$ cat src/rtl/seq_pattern_detector_if.sv
// Bus bundle for seq_pattern_detector: run-time config, qualified serial stream, match results.
interface seq_pattern_detector_if #(
    parameter int unsigned LEN   = 4,
    parameter int unsigned CNT_W = 8
);
    logic             cfg_we;
    logic [LEN-1:0]   cfg_pattern;
    logic             cfg_overlap;
    logic             data_valid;
    logic             data_in;
    logic             match;
    logic [CNT_W-1:0] match_count;
    logic             armed;

    modport master (
        output cfg_we, cfg_pattern, cfg_overlap, data_valid, data_in,
        input  match, match_count, armed
    );

    modport slave (
        input  cfg_we, cfg_pattern, cfg_overlap, data_valid, data_in,
        output match, match_count, armed
    );
endinterface

$ cat src/rtl/seq_pattern_detector.sv
// Programmable LEN-bit serial pattern recogniser with overlap mode and saturating match counter.
module seq_pattern_detector #(
    parameter int unsigned LEN   = 4,
    parameter int unsigned CNT_W = 8
) (
    input  logic                  clk,
    input  logic                  reset,
    seq_pattern_detector_if.slave bus
);
    localparam int unsigned FILL_W = $clog2(LEN + 1);

    typedef enum logic [1:0] {
        IDLE = 2'd0,
        FILL = 2'd1,
        HUNT = 2'd2
    } state_t;

    state_t             state, state_n;
    logic [LEN-1:0]     hist, hist_n;
    logic [LEN-1:0]     pattern, pattern_n;
    logic [LEN-1:0]     shift_c;
    logic [FILL_W-1:0]  fill, fill_n;
    logic [FILL_W-1:0]  fill_inc_c;
    logic               overlap, overlap_n;
    logic               match, match_n;
    logic               armed, armed_n;
    logic [CNT_W-1:0]   count, count_n;

    // State and datapath registers
    always_ff @(posedge clk or negedge reset) begin
        if (!reset) begin
            state   <= IDLE;
            hist    <= '0;
            fill    <= '0;
            pattern <= '0;
            overlap <= 1'b0;
            match   <= 1'b0;
            armed   <= 1'b0;
            count   <= '0;
        end else begin
            state   <= state_n;
            hist    <= hist_n;
            fill    <= fill_n;
            pattern <= pattern_n;
            overlap <= overlap_n;
            match   <= match_n;
            armed   <= armed_n;
            count   <= count_n;
        end
    end

    // Next-state and next-output logic; cfg_we wins over a coincident sample
    always_comb begin
        state_n    = state;
        hist_n     = hist;
        fill_n     = fill;
        pattern_n  = pattern;
        overlap_n  = overlap;
        count_n    = count;
        match_n    = 1'b0;
        shift_c    = {hist[LEN-2:0], bus.data_in};
        fill_inc_c = (fill == FILL_W'(LEN)) ? fill : fill + FILL_W'(1);

        if (bus.cfg_we) begin
            pattern_n = bus.cfg_pattern;
            overlap_n = bus.cfg_overlap;
            hist_n    = '0;
            fill_n    = '0;
            count_n   = '0;
            state_n   = FILL;
        end else begin
            case (state)
                FILL, HUNT: begin
                    if (bus.data_valid) begin
                        hist_n  = shift_c;
                        fill_n  = fill_inc_c;
                        state_n = (fill_inc_c == FILL_W'(LEN)) ? HUNT : FILL;
                        if ((fill_inc_c == FILL_W'(LEN)) && (shift_c == pattern)) begin
                            match_n = 1'b1;
                            if (count != {CNT_W{1'b1}}) begin
                                count_n = count + CNT_W'(1);
                            end
                            // Non-overlapping: no bit of this match may seed the next one
                            if (!overlap) begin
                                hist_n  = '0;
                                fill_n  = '0;
                                state_n = FILL;
                            end
                        end
                    end
                end
                default: state_n = IDLE;
            endcase
        end

        armed_n = (state_n != IDLE);
    end

    assign bus.match       = match;
    assign bus.match_count = count;
    assign bus.armed       = armed;
endmodule

$ cat src/flat_wrapper.sv
// flat-port wrapper written by rule: the top's interface ports become plain ports
module seq_pattern_detector_flat 
#(
    parameter int unsigned LEN   = 4,
    parameter int unsigned CNT_W = 8
)
  (clk, reset, bus_cfg_we, bus_cfg_pattern, bus_cfg_overlap, bus_data_valid, bus_data_in, bus_match, bus_match_count, bus_armed);
  seq_pattern_detector_if #(.LEN(LEN), .CNT_W(CNT_W)) bus_i ();
  input  logic clk;
  input  logic reset;
  input wire logic [$bits(bus_i.cfg_we)-1:0] bus_cfg_we;
  input wire logic [$bits(bus_i.cfg_pattern)-1:0] bus_cfg_pattern;
  input wire logic [$bits(bus_i.cfg_overlap)-1:0] bus_cfg_overlap;
  input wire logic [$bits(bus_i.data_valid)-1:0] bus_data_valid;
  input wire logic [$bits(bus_i.data_in)-1:0] bus_data_in;
  output wire logic [$bits(bus_i.match)-1:0] bus_match;
  output wire logic [$bits(bus_i.match_count)-1:0] bus_match_count;
  output wire logic [$bits(bus_i.armed)-1:0] bus_armed;
  assign bus_i.cfg_we = bus_cfg_we;
  assign bus_i.cfg_pattern = bus_cfg_pattern;
  assign bus_i.cfg_overlap = bus_cfg_overlap;
  assign bus_i.data_valid = bus_data_valid;
  assign bus_i.data_in = bus_data_in;
  assign bus_match = bus_i.match;
  assign bus_match_count = bus_i.match_count;
  assign bus_armed = bus_i.armed;
  seq_pattern_detector #(.LEN(LEN), .CNT_W(CNT_W)) u_core (.clk(clk), .reset(reset), .bus(bus_i));
endmodule
$ cat config.mk
export PLATFORM = sky130hd
export DESIGN_NAME = seq_pattern_detector_flat
export DESIGN_NICKNAME = d
export VERILOG_FILES = /design/src/rtl/seq_pattern_detector_if.sv /design/src/rtl/seq_pattern_detector.sv /design/src/flat_wrapper.sv
export SDC_FILE = /design/constraint.sdc
export NUM_CORES = 1
export LEC_CHECK = 0
export CORE_UTILIZATION = 52
export CTS_CLUSTER_DIAMETER = 30
export DETAILED_ROUTE_END_ITERATION = 8
export HOLD_SLACK_MARGIN = 0.02
export PLACE_DENSITY = 0.76
export RECOVER_POWER = 50
export SLEW_MARGIN = 20
export SYNTH_ARGS = -nofsm -noshare
export SYNTH_HDL_FRONTEND = slang
export SYNTH_SLANG_ARGS = --single-unit
$ cat constraint.sdc
create_clock -name clk -period 3 [get_ports clk]
set_input_delay 0.3 -clock clk [delete_from_list [all_inputs] [get_ports clk]]
set_output_delay 0.3 -clock clk [all_outputs]
set_load 0.005 [all_outputs]
==> flow_summary.toml <==
[run_status]
status = "finished clean"

[synth]
ys.flop_type = "dfrtp_1"
yosys.area_share.simple_pct = 24.1
synth_fa_ha_area_share_pct = 2.93
syn_nets = 135
avgSynthCellArea_um2 = 10.5
ys_ff_latch = 23
synth.area.top_cells = "dfrtp_1, mux2_1, nor2b_1"
yosys.cell_count.top_type = "dfrtp_1"
synth_top_cell_by_area = "dfrtp_1"
synth_cells = 122
ys_types = 35
yosysSeqAreaShare_pct = 44.9
yosysWarnings = 0
synth_compound_area_share_pct = 10.5
yosysTopAreaCellShare_pct = 44.9
netlist_top_cells_count = "dfrtp_1, nor2_1, mux2_1, nor2b_1, a21oi_1"
synth-async-reset-ratio_pct = 100
synth-xor-area-share_pct = 4.10
synth_area_mm2 = 0.00128
muxShareOfSynthArea_pct = 9.66
synth_edf_count = 0
synth_top_family_by_area = "simple AND/OR/NAND/NOR gates"

[floorplanning]
rows = 17
core_area_mm2 = 0.00228
initial_core_util_pct = 56.3
die-area_mm2 = 0.00267
die_w_um = 51.7
fp.dieH_um = 51.7
ios = 20

[global_routing]
antenna_found_initial = 0
track_usage_pct = 22.2
use_met3_pct = 3.51
grt_pass1_wl_mm = 4.38
first_global_vias = 1006
grt_overflow_total = 0
use_met2_pct = 39.4
grt_busiest_layer = "met2"
grt_max_degree = 24
met1_usage_pct = 27.3

[timing]
setup_viol_count_final = 0
period_minus_slack_ns = 2.54
slew-limit-headroom_pct = 16.6
maxSlewViolCount = 0
skew_ns = 0.00311
fin_tns_setup_ns = 0
max_slew.worst_pin.slew_ns = 1.25
rsz0062_at_grt = "no"
report.final.hold_viol_count = 0
max_freq_mhz = 394
worst_slack_ns = 0.463
fin_crit_sh_pct = 84.6

[route]
drt_wl_total_mm = 2.61
post-route-drc-count = 0
dr.pass1.iters = 4
via_per_inst = 5.84
vias = 993
wire_per_inst_um = 15.4
drt-initial-drc-count = 18
ant_nets = 0

[min_path]
hold_class = "reg2reg"

[worst_setup_path]
crit_type = "reg2reg"
reg2reg_slack_ns = 0.46
required_ns = 3.22
r2r_start = "u_core.fill[0]$_DFFE_PN0P_"
path_buf_inv = 1
max_stage_delay_ns = 0.52
cpLargestDelayFamily = "simple AND/OR/NAND/NOR gates"
rr_worst_depth = 6
endpoint_kind = "flip-flop"
path_cells = "inv_1 -> ha_1 -> or3b_1 -> a311o_1 -> nor4b_1 -> mux2_1"
startpoint = "u_core.fill[0]$_DFFE_PN0P_"
slowest_stage = "a311o_1"
cp-endpoint = "u_core.bus.match_count[7]$_DFFE_PN0P_"
worst-path-max-fanout = 14
cp_num_cells = 6
reg2reg_to = "u_core.bus.match_count[7]$_DFFE_PN0P_"
worstPathArrival_ns = 2.75
worstSetupStartpointType = "flip-flop"

[cells_and_area]
multi_input_area_um2 = 658
layout.nets = 156
insertedDiodeCount = 0
drive_gt1_share_pct = 8.45
fillers = 196
stdcell_area_mm2 = 0.00152
seq_area_um2 = 576
syn_to_final_growth_pct = 18.5

[clock_network]
clk_latency_ns = 0.31
post_cts_buffers = 0
htreeDepth = 1
cts.clk_slew.worst_paths_ns = 0.13
cts_buffer_depth = 2
cts_buffers = 3
cts_tree = "built"
clkSinkCount = 23
cts-root-buf = "clkbuf_4"

[pwr]
p_total_w = 0.000616
power.leakage_nw = 0.600
ir_worst_vdd_v = 0.000259
powerDensity_mw_per_mm2 = 405

[place]
dpl_cell_area_mm2 = 0.00149
io_buffers = 19
post-place-ws_ns = 0.503
place_congestion = 0.799
dp_hpwl_mm = 1.89

[job]
maxCapViolCount = 0
through the flow:
stage | utilization [%] | cells | hold slack (ns)
global placement | 65.6 | 165 | 0.496
finish | 66.8 | 170 | 0.526
CTS | 66.8 | 169 | 0.530
floorplan | - | 122 | 0.00441
detailed placement | 65.6 | 165 | 0.500
global route | 66.8 | 170 | 0.537
registers in the layout, indices dropped and copies added (netlist names):
name                    flops
u_core.bus.match_count      8
u_core.pattern              4
u_core.hist                 3
u_core.overlap              1
u_core.state                2
u_core.bus.match            1
u_core.fill                 3
u_core.bus.armed            1
cell families after synthesis:
group	after synthesis
AO/OA/AOI/OAI	18
XOR/XNOR	6
adder cells (fa/ha/maj)	3
buffers and inverters	11
flip-flops	23
multiplexers	11
AND/OR/NAND/NOR	50
cells in the final DEF (no fill, tap or decap), types with 2 or more instances in the layout:
cell type / Yosys / layout
xnor2_1: 5 / 5
nand2_1: 4 / 4
a21oi_1: 7 / 7
a32o_1: 3 / 3
nor2_1: 13 / 13
dlygate4sd3_1: 0 / 2
nor4_2: 4 / 4
nor2b_1: 8 / 8
clkbuf_1: 4 / 2
nand4_1: 2 / 2
nand3_1: 5 / 5
clkdlybuf4s50_1: 0 / 17
inv_1: 5 / 5
mux2_1: 10 / 10
o31ai_1: 3 / 3
nor4_1: 3 / 3
clkbuf_4: 0 / 3
ha_1: 3 / 3
or4_1: 2 / 2
dfrtp_1: 23 / 23
layer usage:
layer / share of wire, % / wire, um
met1: 44 / 1160
met2: 51 / 1340
met3: 3.0 / 78
met4: 1.4 / 37
met5: 0 / 0
report_power, final:
group	switching (W)	total [W]	leakage (nW)	internal [W]
combinational	0.0000749	0.000127	0.285	0.0000521
sequential	0.0000141	0.000341	0.298	0.000327
clock	0.0000980	0.000148	0.0177	0.0000499
area by class of cell:
type	count	area share (%)
clock buffers	3	1.48
clock inverters	1	0.329
inverters	5	1.23
multi-input cells	88	43.3
flip-flops and latches	23	37.9
well taps	28	2.30
repair buffers	22	13.5
worst min-delay path by stage:
stage                                   from                            end  slack, ns  cells past startpoint
2_1_floorplan                          reset     u_core.bus.armed$_DFF_PN0_      0.004                      0
3_3_place_gp   u_core.pattern[0]$_DFFE_PN0P_  u_core.pattern[0]$_DFFE_PN0P_       0.50                      1
3_5_place_dp   u_core.pattern[1]$_DFFE_PN0P_  u_core.pattern[1]$_DFFE_PN0P_       0.50                      1
4_1_cts        u_core.pattern[1]$_DFFE_PN0P_  u_core.pattern[1]$_DFFE_PN0P_       0.53                      1
5_1_grt        u_core.pattern[1]$_DFFE_PN0P_  u_core.pattern[1]$_DFFE_PN0P_       0.54                      1
6_report       u_core.pattern[1]$_DFFE_PN0P_  u_core.pattern[1]$_DFFE_PN0P_       0.53                      1
what timing repair did:
item	4_1_cts	5_1_grt
endpoints found under the hold margin	0	23
gates resized for setup	0	0
endpoints found under the setup margin	0	0
hold buffers	0	1
(Power assumes the default switching activity.)
==> edit: new RTL, same settings <==
`LEN` is set to 4 in 3 places; all go to 8.
--- a/src/rtl/seq_pattern_detector_if.sv
+++ b/src/rtl/seq_pattern_detector_if.sv
@@ -1,6 +1,6 @@
 // Bus bundle for seq_pattern_detector: run-time config, qualified serial stream, match results.
 interface seq_pattern_detector_if #(
-    parameter int unsigned LEN   = 4,
+    parameter int unsigned LEN   = 8,
     parameter int unsigned CNT_W = 8
 );
     logic             cfg_we;
--- a/src/rtl/seq_pattern_detector.sv
+++ b/src/rtl/seq_pattern_detector.sv
@@ -1,6 +1,6 @@
 // Programmable LEN-bit serial pattern recogniser with overlap mode and saturating match counter.
 module seq_pattern_detector #(
-    parameter int unsigned LEN   = 4,
+    parameter int unsigned LEN   = 8,
     parameter int unsigned CNT_W = 8
 ) (
     input  logic                  clk,
--- a/src/flat_wrapper.sv
+++ b/src/flat_wrapper.sv
@@ -1,7 +1,7 @@
 // flat-port wrapper written by rule: the top's interface ports become plain ports
 module seq_pattern_detector_flat 
 #(
-    parameter int unsigned LEN   = 4,
+    parameter int unsigned LEN   = 8,
     parameter int unsigned CNT_W = 8
 )
   (clk, reset, bus_cfg_we, bus_cfg_pattern, bus_cfg_overlap, bus_data_valid, bus_data_in, bus_match, bus_match_count, bus_armed);
Ports: changed (resized bus_cfg_pattern); port bits go from 20 to 24. The function was not compared with the original's and may differ.
==> edit against the original RTL <==
  * Clock skew grew 0.0061 ns
  * Power rose by 35%
  * First-iteration DRC count grew to 3.6 times the old value
  * Sequential share of layout area is 1.7 points higher
  * Highest routed layer unchanged
  * The flow now finishes with violations (max-capacitance violations, max-slew violations)
  * Cell area up 33%
  * Sequential cell count increased by 9
  * Routed wire length grew 28%
  * Non-clock buffer count rose by 5
  * Setup slack improved by 0.088 ns
  * Largest cell class unchanged
  * Area after synthesis increased by 33%
==> edit: results (changes against the original RTL) <==
Status
  • Outcome: finished with violations
  • Failing checks: max-capacitance violations, max-slew violations

Global route
  • Vias in the first global route: 1349 (+34%)
  • Met3 GRT Util: 0.0742 (+0.0391)
  • Largest net degree at the start of global routing: 46 (+92%)
  • All-Layer GR Usage: 0.228 (+0.00593)
  • M1 GR Usage: 0.257 (-0.0159)
  • Grt met2 use: 0.387 (-0.00710)

Drt
  • Met3 Wirelength: 146 µm (+87%)
  • Starting DRT DRC Count: 64 (+46)
  • Drt wl/cell: 14.3 µm (-7.2%)
  • DRT Wirelength: 3360 µm (+28%)
  • Routed met2 length: 1690 µm (+27%)
  • M1 wire length: 1440 µm (+24%)

Yosys
  • Distinct cells, synth: 41 (+17%)
  • Synth Area in Adders: 0.0220 (-0.00723)
  • Synth Area in Compound Gates: 0.101 (-0.00470)
  • Gate Count Post-Synth: 166 (+36%)
  • Synth Net Count: 183 (+36%)
  • Post-Synth XOR/XNOR Area: 0.0514 (+0.0105)
  • Sequential share of the synthesized area: 0.470 (+0.0215)
  • Mux cell area share after synthesis: 0.0985 (+0.00187)
  • Synth top area cells: dfrtp_1 47%, mux2_2 9.3%, xor2_1 4.6%, nor2b_1 2.9%, ha_1 2.2%

Critical path
  • Worst EP arrival: 2.68 ns (-0.07 ns)
  • Max FO, Critical Path: 12 (-2)

Placed design
  • Final GP Congestion: 0.816 (+2.1%)
  • Area after DPL: 1970 µm² (+32%)
  • Port bufs: 23 (+4)
  • Pre-CTS WS: 0.571 ns (+0.0674 ns)
  • Placed Cells: 227 (+38%)

STA
  • Final min period: 2.45 ns (-0.0876 ns)
  • Count of final max-slew check failures: 79 (+79)
  • Max-slew headroom: -0.207 (-0.373)
  • Clk_skew: 0.00924 ns (+0.00612 ns)

CTS
  • Htree depth: 2 (+1)
  • Clock-pin slew on the worst setup and hold paths: 0.10 ns (-0.03 ns)
  • Total CTS buffers: 5 (+2)
  • Clk_lat worst skew: 0.34 ns (+0.03 ns)

Layout
  • Area Growth Syn to Fin: 18.9%

Flow run
  • MaxCap Viol Count: 2 (+2)

Power
  • VDD IR max: 313 µV (+21%)

Min path
  • Hold_sp: u_core.pattern[3]
==> edit: cell count changes after synthesis, moves of 5 or more <==
cell,before,now
nand2_1,4,9
mux2_2,1,14
dfrtp_1,23,32
or3_1,1,6
xor2_1,1,9
nor2_1,13,7
mux2_1,10,0
nor3_1,0,5
==> edit: cells by family (layout without fill, tap and decap cells) <==
| family | after synthesis | count (layout) |
|---|---|---|
| mux | 15 | 15 |
| buf+inv | 17 | 42 |
| flops | 32 | 32 |
| xor+xnor | 10 | 10 |
| fa+ha+maj | 3 | 3 |
| simple gates | 65 | 65 |
| compound gates | 24 | 24 |
==> edit: final timing paths <==
kind / depth (start not counted) / slack, ns / to
hold / removal: 1 / 0.54 / u_core.pattern[3]
setup / recovery: 7 / 0.55 / u_core.bus.match_count[5]
max in group asynchronous: 2 / 1.09 / u_core.bus.match_count[0]
setup reg to reg: 7 / 0.55 / u_core.bus.match_count[5]
hold reg to reg: 1 / 0.54 / u_core.pattern[3]
min in group asynchronous: 2 / 0.93 / u_core.overlap
==> edit: final cells by class <==
| type | instances | area, µm² |
|---|---|---|
| repair buffers | 27 | 253 |
| clock buffers | 8 | 58.8 |
| multi-input cells | 117 | 831 |
| fillers | 258 | 1050 |
| well taps | 44 | 55.1 |
| inverters | 7 | 26.3 |
| flip-flops and latches | 32 | 801 |
==> edit: power by group <==
| part | internal, mW | total (mW) | leakage [nW] | switching [mW] |
|---|---|---|---|---|
| registers | 0.450 | 0.465 | 0.414 | 0.0148 |
| logic | 0.0498 | 0.103 | 0.358 | 0.0527 |
| clock network | 0.116 | 0.264 | 0.0326 | 0.148 |
| total | 0.615 | 0.831 | 0.805 | 0.216 |
